==> config.mk <==
export PLATFORM = sky130hd
export DESIGN_NAME = ext_pipe
export DESIGN_NICKNAME = d
export VERILOG_FILES = /design/src/rtl/ext_pkg.sv /design/src/rtl/ext_core.sv /design/src/rtl/ext_pipe.sv
export SDC_FILE = /design/constraint.sdc
export NUM_CORES = 1
export LEC_CHECK = 0
export ABC_AREA = 1
export CORE_MARGIN = 2
export CORE_UTILIZATION = 60
export DETAILED_ROUTE_END_ITERATION = 16
export DONT_BUFFER_PORTS = 1
export PLACE_DENSITY = 0.8
export SETUP_SLACK_MARGIN = 0.02
export SYNTH_ARGS = -nofsm -noshare
export SYNTH_HDL_FRONTEND = slang
export SYNTH_SLANG_ARGS = --single-unit
==> constraint.sdc <==
create_clock -name clk -period 3.55 [get_ports clk]
set_input_delay 0.5325 -clock clk [delete_from_list [all_inputs] [get_ports clk]]
set_output_delay 0.5325 -clock clk [all_outputs]
set_load 0.02 [all_outputs]
==> src/rtl/ext_pkg.sv <==
// Shared constants for the P7 extension stage: mode encodings,
// default widths and handshake state encodings.
package ext_pkg;

  localparam int DEF_DATA_W = 32;
  localparam int DEF_IMM_W  = 16;

  localparam logic [2:0] EXT_ZERO = 3'd0;
  localparam logic [2:0] EXT_SIGN = 3'd1;
  localparam logic [2:0] EXT_LUI  = 3'd2;
  localparam logic [2:0] EXT_LB   = 3'd3;
  localparam logic [2:0] EXT_LBU  = 3'd4;
  localparam logic [2:0] EXT_LH   = 3'd5;
  localparam logic [2:0] EXT_LHU  = 3'd6;
  localparam logic [2:0] EXT_WORD = 3'd7;

  typedef enum logic [1:0] {
    EMPTY = 2'd0,
    ONE   = 2'd1,
    TWO   = 2'd2
  } state_t;

endpackage

==> src/rtl/ext_core.sv <==
// Purely combinational extender: selects the byte/halfword lane or the
// immediate field according to the mode and widens it to DATA_W bits,
// also flagging misaligned halfword and word accesses.
module ext_core
  import ext_pkg::*;
#(
  parameter int DATA_W = DEF_DATA_W,
  parameter int IMM_W  = DEF_IMM_W,
  parameter int OFF_W  = $clog2(DATA_W/8)
) (
  input  logic [2:0]        mode,
  input  logic [DATA_W-1:0] data,
  input  logic [OFF_W-1:0]  off,
  output logic [DATA_W-1:0] ext_data,
  output logic              ext_err
);

  logic [IMM_W-1:0] imm;
  logic [7:0]       byte_lane;
  logic [15:0]      half_lane;

  // Lane selection; the halfword lane ignores off[0] so a misaligned
  // halfword still returns the aligned halfword containing it.
  always_comb begin
    imm       = data[IMM_W-1:0];
    byte_lane = data[{off, 3'b000} +: 8];
    half_lane = data[{off[OFF_W-1:1], 4'b0000} +: 16];
  end

  // Mode decode into the widened result and the misalignment flag.
  always_comb begin
    ext_data = '0;
    ext_err  = 1'b0;
    case (mode)
      EXT_ZERO: ext_data = {{(DATA_W-IMM_W){1'b0}}, imm};
      EXT_SIGN: ext_data = {{(DATA_W-IMM_W){imm[IMM_W-1]}}, imm};
      EXT_LUI:  ext_data = {imm, {(DATA_W-IMM_W){1'b0}}};
      EXT_LB:   ext_data = {{(DATA_W-8){byte_lane[7]}}, byte_lane};
      EXT_LBU:  ext_data = {{(DATA_W-8){1'b0}}, byte_lane};
      EXT_LH: begin
        ext_data = {{(DATA_W-16){half_lane[15]}}, half_lane};
        ext_err  = off[0];
      end
      EXT_LHU: begin
        ext_data = {{(DATA_W-16){1'b0}}, half_lane};
        ext_err  = off[0];
      end
      EXT_WORD: begin
        ext_data = data;
        ext_err  = (off != '0);
      end
      default: begin
        ext_data = '0;
        ext_err  = 1'b0;
      end
    endcase
  end

endmodule

==> src/rtl/ext_pipe.sv <==
// Registered extension stage: one main output register backed by a
// one-entry skid register, with valid/ready handshakes on both sides
// and a flush that discards everything held.
module ext_pipe
  import ext_pkg::*;
#(
  parameter int DATA_W = DEF_DATA_W,
  parameter int IMM_W  = DEF_IMM_W,
  parameter int OFF_W  = $clog2(DATA_W/8)
) (
  input  logic              clk,
  input  logic              reset,
  input  logic              flush,
  input  logic              in_valid,
  output logic              in_ready,
  input  logic [2:0]        in_mode,
  input  logic [DATA_W-1:0] in_data,
  input  logic [OFF_W-1:0]  in_off,
  output logic              out_valid,
  input  logic              out_ready,
  output logic [DATA_W-1:0] out_data,
  output logic              out_err
);

  state_t            state;
  logic [DATA_W-1:0] skid_data;
  logic              skid_err;
  logic [DATA_W-1:0] core_data;
  logic              core_err;
  logic              accept;
  logic              drain;

  ext_core #(
    .DATA_W(DATA_W),
    .IMM_W (IMM_W),
    .OFF_W (OFF_W)
  ) u_core (
    .mode    (in_mode),
    .data    (in_data),
    .off     (in_off),
    .ext_data(core_data),
    .ext_err (core_err)
  );

  // Handshake qualifiers use only registered ready/valid, so there is
  // no combinational path from out_ready to in_ready.
  always_comb begin
    accept = in_valid & in_ready;
    drain  = out_valid & out_ready;
  end

  // Occupancy state machine; in_ready and out_valid are registered
  // copies of the next state so they never depend on same-cycle inputs.
  always_ff @(posedge clk) begin
    if (reset) begin
      state     <= EMPTY;
      out_valid <= 1'b0;
      in_ready  <= 1'b1;
      out_data  <= '0;
      out_err   <= 1'b0;
      skid_data <= '0;
      skid_err  <= 1'b0;
    end else if (flush) begin
      state     <= EMPTY;
      out_valid <= 1'b0;
      in_ready  <= 1'b1;
    end else begin
      case (state)
        EMPTY: begin
          if (accept) begin
            out_data  <= core_data;
            out_err   <= core_err;
            out_valid <= 1'b1;
            state     <= ONE;
          end
        end
        ONE: begin
          if (accept && drain) begin
            out_data <= core_data;
            out_err  <= core_err;
          end else if (accept) begin
            skid_data <= core_data;
            skid_err  <= core_err;
            in_ready  <= 1'b0;
            state     <= TWO;
          end else if (drain) begin
            out_valid <= 1'b0;
            state     <= EMPTY;
          end
        end
        TWO: begin
          if (drain) begin
            out_data <= skid_data;
            out_err  <= skid_err;
            in_ready <= 1'b1;
            state    <= ONE;
          end
        end
        default: begin
          state     <= EMPTY;
          out_valid <= 1'b0;
          in_ready  <= 1'b1;
        end
      endcase
    end
  end

endmodule

==> out/summary.md, run 1 <==
The floorplan die height works out to 86.21 um. In this run the tool buffered the top-level ports with 0 buffer cells. The tools report the maximum operating frequency as 0.4533 GHz. Summing all non-filler instances in the final layout gives an area of 4143 um^2. The startpoint of the most critical hold path was reset.

The maximum root-to-sink buffer count is 2, and the number of antenna violations at the first check in global routing is 0. Total power for the finished layout comes to 1.833 mW. For the initial core utilization, the log shows 0.6279. In this run the critical register-to-register path is launched from out_valid$_SDFFE_PP0P_.

77 I/O pins were placed. OpenSTA, run right after detailed placement, puts the worst setup slack at 1.408 ns. The number of flip-flops and latches in the synthesized netlist came out at 70. The worst min-delay path class is in2reg. Largest net degree at the start of global routing: 39. The run finished with clean final reports. The proportion of netlist area held by the largest area contributor is 0.3456, and the post-cts repair resize count is 0. The post-detailed-route via-to-cell ratio is 5.711.

Across the whole layout, storage elements account for 1401 um^2. The die covers 7432 um^2. By area the synthesized netlist is led by sky130_fd_sc_hd__dfxtp_1, sky130_fd_sc_hd__nand2_1, sky130_fd_sc_hd__nor2_1. The total routing resource utilization after global routing was 0.3198. Summed over all nets, the switching power comes to 0.5920 mW. TritonCTS built the clock tree.

The post-detailed-placement cell area is 3946 um^2. The number of instances in the synthesized netlist was 669; the multi-input combinational cell area was 2102 um^2. The worst setup path is captured at a register. The minimum period implied by the final worst setup slack was 2.206 ns. The clock arrives with 0.01275 ns of skew.

Counting every net in the synthesized netlist gives 711. The clock share of power was 0.357; the sum of negative setup slack was 0 ns. For the pin with the worst max-slew slack, the measured transition is 1.126 ns. The run gives 3 as the number of levels in the clock H-tree. In this run the clock root is driven by a sky130_fd_sc_hd__clkbuf_8. The tools report the via count of the first global-routing pass as 3861.

Hold repair after CTS inserted 0 buffers. Sort of element at the start of the critical path: a register. The net switching share of the total power is 0.3229. The relative slew slack was 0.2487. The core utilization of the finished layout was 0.6414. The tools report the endpoint of the lowest-slack register-to-register path as skid_data[6]$_SDFFE_PP0P_. The total number of clock tree sinks was 70. The pre-antenna-repair detailed-routing pass consisted of 5 iterations. The number of clock buffers inserted by TritonCTS was 9.

The run gives 2.44 ns as the data arrival time of the worst path. The fraction of final layout cells with drive strength greater than 1 was 0.08012; the setup slack on the worst flop-to-flop path was 1.34 ns. The number of enable-type register cells in the synthesized netlist came out at 0. Setup repair after global routing left no endpoint under its margin.

After the last flow step, the layout net total stands at 686. After detailed routing, the number of remaining DRC violations is 0. Final-report max-slew violation count: 0. 0 antenna diodes ended up in the layout. The number of DRC markers after the initial detailed-route iteration came out at 330.

The most critical setup path has its startpoint at out_valid$_SDFFE_PP0P_. The hold violation total from the final report came out at 0. After clock tree synthesis, the clock-pin slew on the worst setup and hold paths is 0.09 ns. After detailed routing, the total wire length is 11.49 mm. The fraction of the cycle the final worst path needs is 0.6214, and the final weighted congestion in routability-driven placement is 0.9563.

The biggest area consumer among synthesized cells was sky130_fd_sc_hd__dfxtp_1. The area growth from synthesis to layout is 2.160%. The smallest setup slack after layout is 1.344 ns, and the power density of the placed cells is 442.5 nW/um^2. Post-CTS timing repair inserted 0 buffers for setup. The tools report the post-route antenna net violation count as 0. From left edge to right edge, the die measures 86.21 um. The count of unique library cells instantiated by Yosys is 24, and the total of warnings raised by yosys is 0. Startpoint-to-endpoint class of the critical path: reg2reg. The final global-route overflow total is 0, and the worst path required time is 3.79 ns. Averaged over all synthesized cells, the footprint is 6.061 um^2. The fraction of power consumed by sequential logic is 0.490. The core outline area was 6459 um^2. In this run the core area contains 29 standard-cell rows. The commonest cells after synthesis are sky130_fd_sc_hd__nand2_1, sky130_fd_sc_hd__nor2_1, sky130_fd_sc_hd__dfxtp_1.

The async set or reset register ratio after synthesis is 0. Yosys instantiated no cell more often than sky130_fd_sc_hd__nand2_1. The worst register-to-register path has a depth of 8. Setup violations remaining at the end of the flow were counted as 0. The run gives 0 as the reported max-cap violation count.

The filler cells instantiated in the layout total 629. For hold timing, the worst endpoint is skid_data[3]$_SDFFE_PP0P_. The number of stages on the worst hold path was 3.

Among all flip-flop cells after synthesis, the most frequent one is sky130_fd_sc_hd__dfxtp_1. Dividing the detail-routed wire length by the instance count gives 15.83 um. In this run the worst path has a maximum fanout of 35. The fraction of the yosys area taken by sequential cells is 0.3456, and the detailed placement HPWL is 7.474 mm. The analysis attributes to cell leakage a power of 2.298 nW. Number of vias in the routed layout: 4146. For the worst-skew pair, the clock arrives at the later sink with an insertion delay of 0.35 ns. For the design internal power, the log shows 1.241 mW. The first global-routing pass estimated 18.77 mm of wire. Across the VDD grid, the largest voltage drop is 0.0002600 V. The synthesized netlist occupies a cell area of 4055 um^2.

The run gives 0.153 as the part of the total power dissipated in combinational logic.
[per-stage QoR]
stage               hold WS (ns)  instances
floorplan                 0.4768        669
global placement          0.4934        710
finish                    0.3456        726
detailed placement        0.5116        710
CTS                       0.3457        726
global route              0.3342        726
[area by class of cell]
class	count	share of cell area
clock buffers	9	0.02990
well taps	77	0.02326
repair buffers	3	0.005436
clock inverters	7	0.01752
multi-input cells	474	0.5074
flip-flops and latches	70	0.3383
inverters	86	0.07822
[layout by cell type, fill, tap and decap left out, drive strengths merged]
cell type  instances
inv               86
nor3               3
o21ai             71
or2                1
bufinv             1
nand2            163
a22oi              1
buf                3
nand3             58
clkinv             4
a21oi             69
o211ai             1
clkinvlp           2
dfxtp             70
nor2             104
clkbuf             9
nand4              3
[layer usage]
layer | global-route usage | share of wire | up-vias
met5 | 0 | 0 | -
met4 | 0.1293 | 0.029 | 0
met3 | 0.09333 | 0.091 | 33
met2 | 0.4771 | 0.45 | 179
met1 | 0.4360 | 0.43 | 1874
li1 | - | - | 2060
[cells by family (layout without fill, tap and decap cells)]
kind of cell           count (synthesis)  count (layout)  share of synthesized area
buffers and inverters                125             105                     0.1361
DFF                                   70              70                     0.3456
and+or+nand+nor                      332             332                     0.3409
AOI/OAI and AO/OA                    142             142                     0.1774
[flip-flops by register name, indices dropped and copies added, names as in the netlist]
register   flops
out_valid      1
skid_err       1
in_ready       1
state          2
out_data      32
out_err        1
skid_data     32
[worst max-delay path, stage by stage (launching register included)]
cell,delay [ns]
sky130_fd_sc_hd__dfxtp_1,0.48
sky130_fd_sc_hd__nand2_1,0.21
sky130_fd_sc_hd__nand3_2,0.12
sky130_fd_sc_hd__buf_4,0.33
sky130_fd_sc_hd__clkinv_2,0.49
sky130_fd_sc_hd__nor2_1,0.28
sky130_fd_sc_hd__nor2_1,0.06
sky130_fd_sc_hd__o21ai_1,0.07
sky130_fd_sc_hd__inv_1,0.04
[power by group through the flow]
stage,Combinational [mW],Sequential (mW),Clock [mW]
after floorplan,0.234,0.907,0
after global placement,0.266,0.916,0
after detailed placement,0.271,0.916,0
after CTS,0.274,0.898,0.652
after global routing,0.317,0.902,0.693
final,0.280,0.898,0.655
[worst max-delay path by stage]
stage	to	slack [ns]	depth (start not counted)
2_1_floorplan	skid_data[16]$_SDFFE_PP0P_	1.92	11
3_3_place_gp	skid_data[25]$_SDFFE_PP0P_	1.48	8
3_5_place_dp	skid_data[2]$_SDFFE_PP0P_	1.41	8
4_1_cts	skid_data[6]$_SDFFE_PP0P_	1.37	8
5_1_grt	skid_data[27]$_SDFFE_PP0P_	1.17	8
6_report	skid_data[6]$_SDFFE_PP0P_	1.34	8
No activity file was read; power rests on OpenSTA's default activity.
==> run 2, diff against run 1 <==
- CORE_UTILIZATION: 60 -> 58
- clock period: 3.55 -> 1.98 ns (I/O delays scaled with it)
==> out/summary.md, run 2 (synthesis results as in run 1) <==
During I/O placement, the number of pins put on the boundary was 77. The total number of clock tree sinks is 70, and the wire length of the first global-routing pass is 18.80 mm. After clock tree synthesis, the repair step resized 0 gates. The worst hold path begins at reset. The number of clock buffers added by TritonCTS is 9. The die extent in x is 87.62 um, and the core outline area is 6794 um^2.

Buffers placed on the I/O ports in this run total 0. The fraction of final layout cells with drive strength greater than 1 is 0.08716. The run finished with clean final reports.

In this run the core area contains 30 standard-cell rows. Across the run, the number of max-cap violations was 0. For this design the static power due to leakage is 2.339 nW. The commonest non-fill, non-tap cell in the layout was sky130_fd_sc_hd__nand2_1. Global routing finished with a remaining overflow of 0.

The clock transition at the registers of the reported paths works out to 0.09 ns. The worst setup path is launched from a register. The floorplan step set the die height to 87.62 um. The number of vias in the routed layout came out at 4184. The origin of the worst setup path was state[1]$_SDFFE_PP0P_. Post-route antenna net violation count: 0. The tools report the type of destination of the critical path as a register. The hold violation total from the final report is 0.

Summed over all nets, the half-perimeter wirelength after detailed placement is 7.840 mm. The relative slew slack is 0.5744. Counting along the longest clock path gives a buffer depth of 2.

Counting I/O delays and the setup requirement, the final critical path takes 1.714 ns. The critical-path maximum fanout is 35, and the count of inserted antenna diode cells is 0. The tools report the core utilization of the finished layout as 0.6256.

The logs give 0 for the number of setup violations in the final report and 6 for the first-pass iteration count of the detailed router. Compared with the post-synthesis result, the final layout area differs by 4.813%. At the worst endpoint, the required time is 2.23 ns. Dividing total power by cell area gives a power density of 815.9 nW/um^2. The logs give 0 for the number of antenna violations at the first check in global routing and 39 for the largest net degree at the start of global routing. The initial core utilization was 0.5969; the number of levels in the clock H-tree was 3.

Total wirelength of the detailed-routed design: 11.57 mm. Maximum operating frequency: 0.5835 GHz. The fraction of the cycle the final worst path needs came out at 0.8656. In the routed layout, each cell is associated on average with a via count of 5.579.

The total of hold buffers inserted after clock tree synthesis came out at 0. The tree is rooted in a sky130_fd_sc_hd__clkbuf_8. Setup total negative slack on the finished layout was measured at 0 ns. In this run the worst hold path is classified as in2reg. Once the clock tree was built, the setup fixing pass inserted 0 buffers. For the DRC violation count after routing, the log shows 0. The final-report max-slew violation count was 0.

Setup repair after global routing left no endpoint under its margin. Number of DRC markers after the initial detailed-route iteration: 343. Total routing resource utilization after global routing: 0.3134. The largest registers in the layout are out_data x32, skid_data x32, state x2.

The die covers 7676 um^2. After detailed routing, the average wire length per cell comes to 15.43 um. Clock skew on the completed layout was measured at 0.01479 ns. The transition time at the pin with the least slew margin was 0.6374 ns; the final-layout fill cell count was 663.

For this run, the post-layout net count is 691. Leaving out fill and tap cells, the most frequent cells in the layout are sky130_fd_sc_hd__nand2_1, sky130_fd_sc_hd__nor2_1, sky130_fd_sc_hd__dfxtp_1. TritonCTS built the clock tree.

At the end of routability-driven placement, the weighted congestion stood at 1.007. For the peak ir drop on the vdd network, the log shows 0.0004641 V. The startpoint-to-endpoint class of the critical path was reg2reg.

The worst-skew pair later-pin latency came out at 0.36 ns. The startpoint identified for the worst register-to-register timing path is state[1]$_SDFFE_PP0P_. STA puts the critical path data arrival time at 1.97 ns. The via count of the first global-routing pass was 3906.
## run 2: cell types whose count changed in the layout (fill, tap and decap cells not counted), sizes merged
cell    previous run  this run
clkbuf             9        10
clkinv             4         2
buf                3         8
bufinv             1         2
## run 2: power breakdown
group          total (mW)  internal [mW]  switching (mW)
sequential           1.61           1.48           0.124
combinational       0.510          0.166           0.344
clock                1.35          0.750           0.599
total                3.47           2.40            1.07
## run 2: metal layers
layer	up-vias	GRT usage	routed length [um]
met1	1855	0.3904	4696
met2	224	0.5048	5397
met5	-	0	0
met4	0	0.1063	316
met3	28	0.1131	1162
li1	2077	-	-
## run 2: worst paths after layout
check | cells past startpoint | endpoint | slack [ns]
worst min register to register | 2 | out_data[9]$_SDFFE_PP0P_ | 0.53
worst min-delay path | 3 | skid_data[6]$_SDFFE_PP0P_ | 0.1
worst max-delay path | 9 | skid_data[20]$_SDFFE_PP0P_ | 0.27
worst max register to register | 9 | skid_data[20]$_SDFFE_PP0P_ | 0.27
## run 2: per-stage QoR
stage	setup WS [ns]	total power [mW]	instances	hold WS, ns	cell area (um^2)
3_5_place_dp	0.3460	2.141	734	0.4746	4020
3_3_place_gp	0.3879	2.131	734	0.4684	4020
2_1_floorplan	0.4809	2.047	669	0.4489	4055
4_1_cts	0.2792	3.467	750	0.09048	4250
5_1_grt	0.07116	3.620	750	0.08121	4250
6_report	0.2661	3.468	750	0.09898	4250
## run 2: cell type report
class | instances | area (um^2) | area share
repair buffers | 8 | 72.57 | 0.01707
clock inverters | 6 | 92.59 | 0.02178
well taps | 96 | 120.1 | 0.02826
clock buffers | 10 | 137.6 | 0.03238
inverters | 86 | 324.1 | 0.07624
multi-input cells | 474 | 2102 | 0.4946
flip-flops and latches | 70 | 1401 | 0.3297
## run 2: worst max-delay path: stages (launching register included)
cell and delay (ns):
sky130_fd_sc_hd__dfxtp_1 0.39, sky130_fd_sc_hd__inv_2 0.07, sky130_fd_sc_hd__nand2_1 0.11, sky130_fd_sc_hd__nor2_1 0.08
sky130_fd_sc_hd__nand3_2 0.08, sky130_fd_sc_hd__clkinv_2 0.40, sky130_fd_sc_hd__nor2_1 0.27, sky130_fd_sc_hd__nor2_1 0.07
sky130_fd_sc_hd__o21ai_1 0.08, sky130_fd_sc_hd__inv_1 0.05
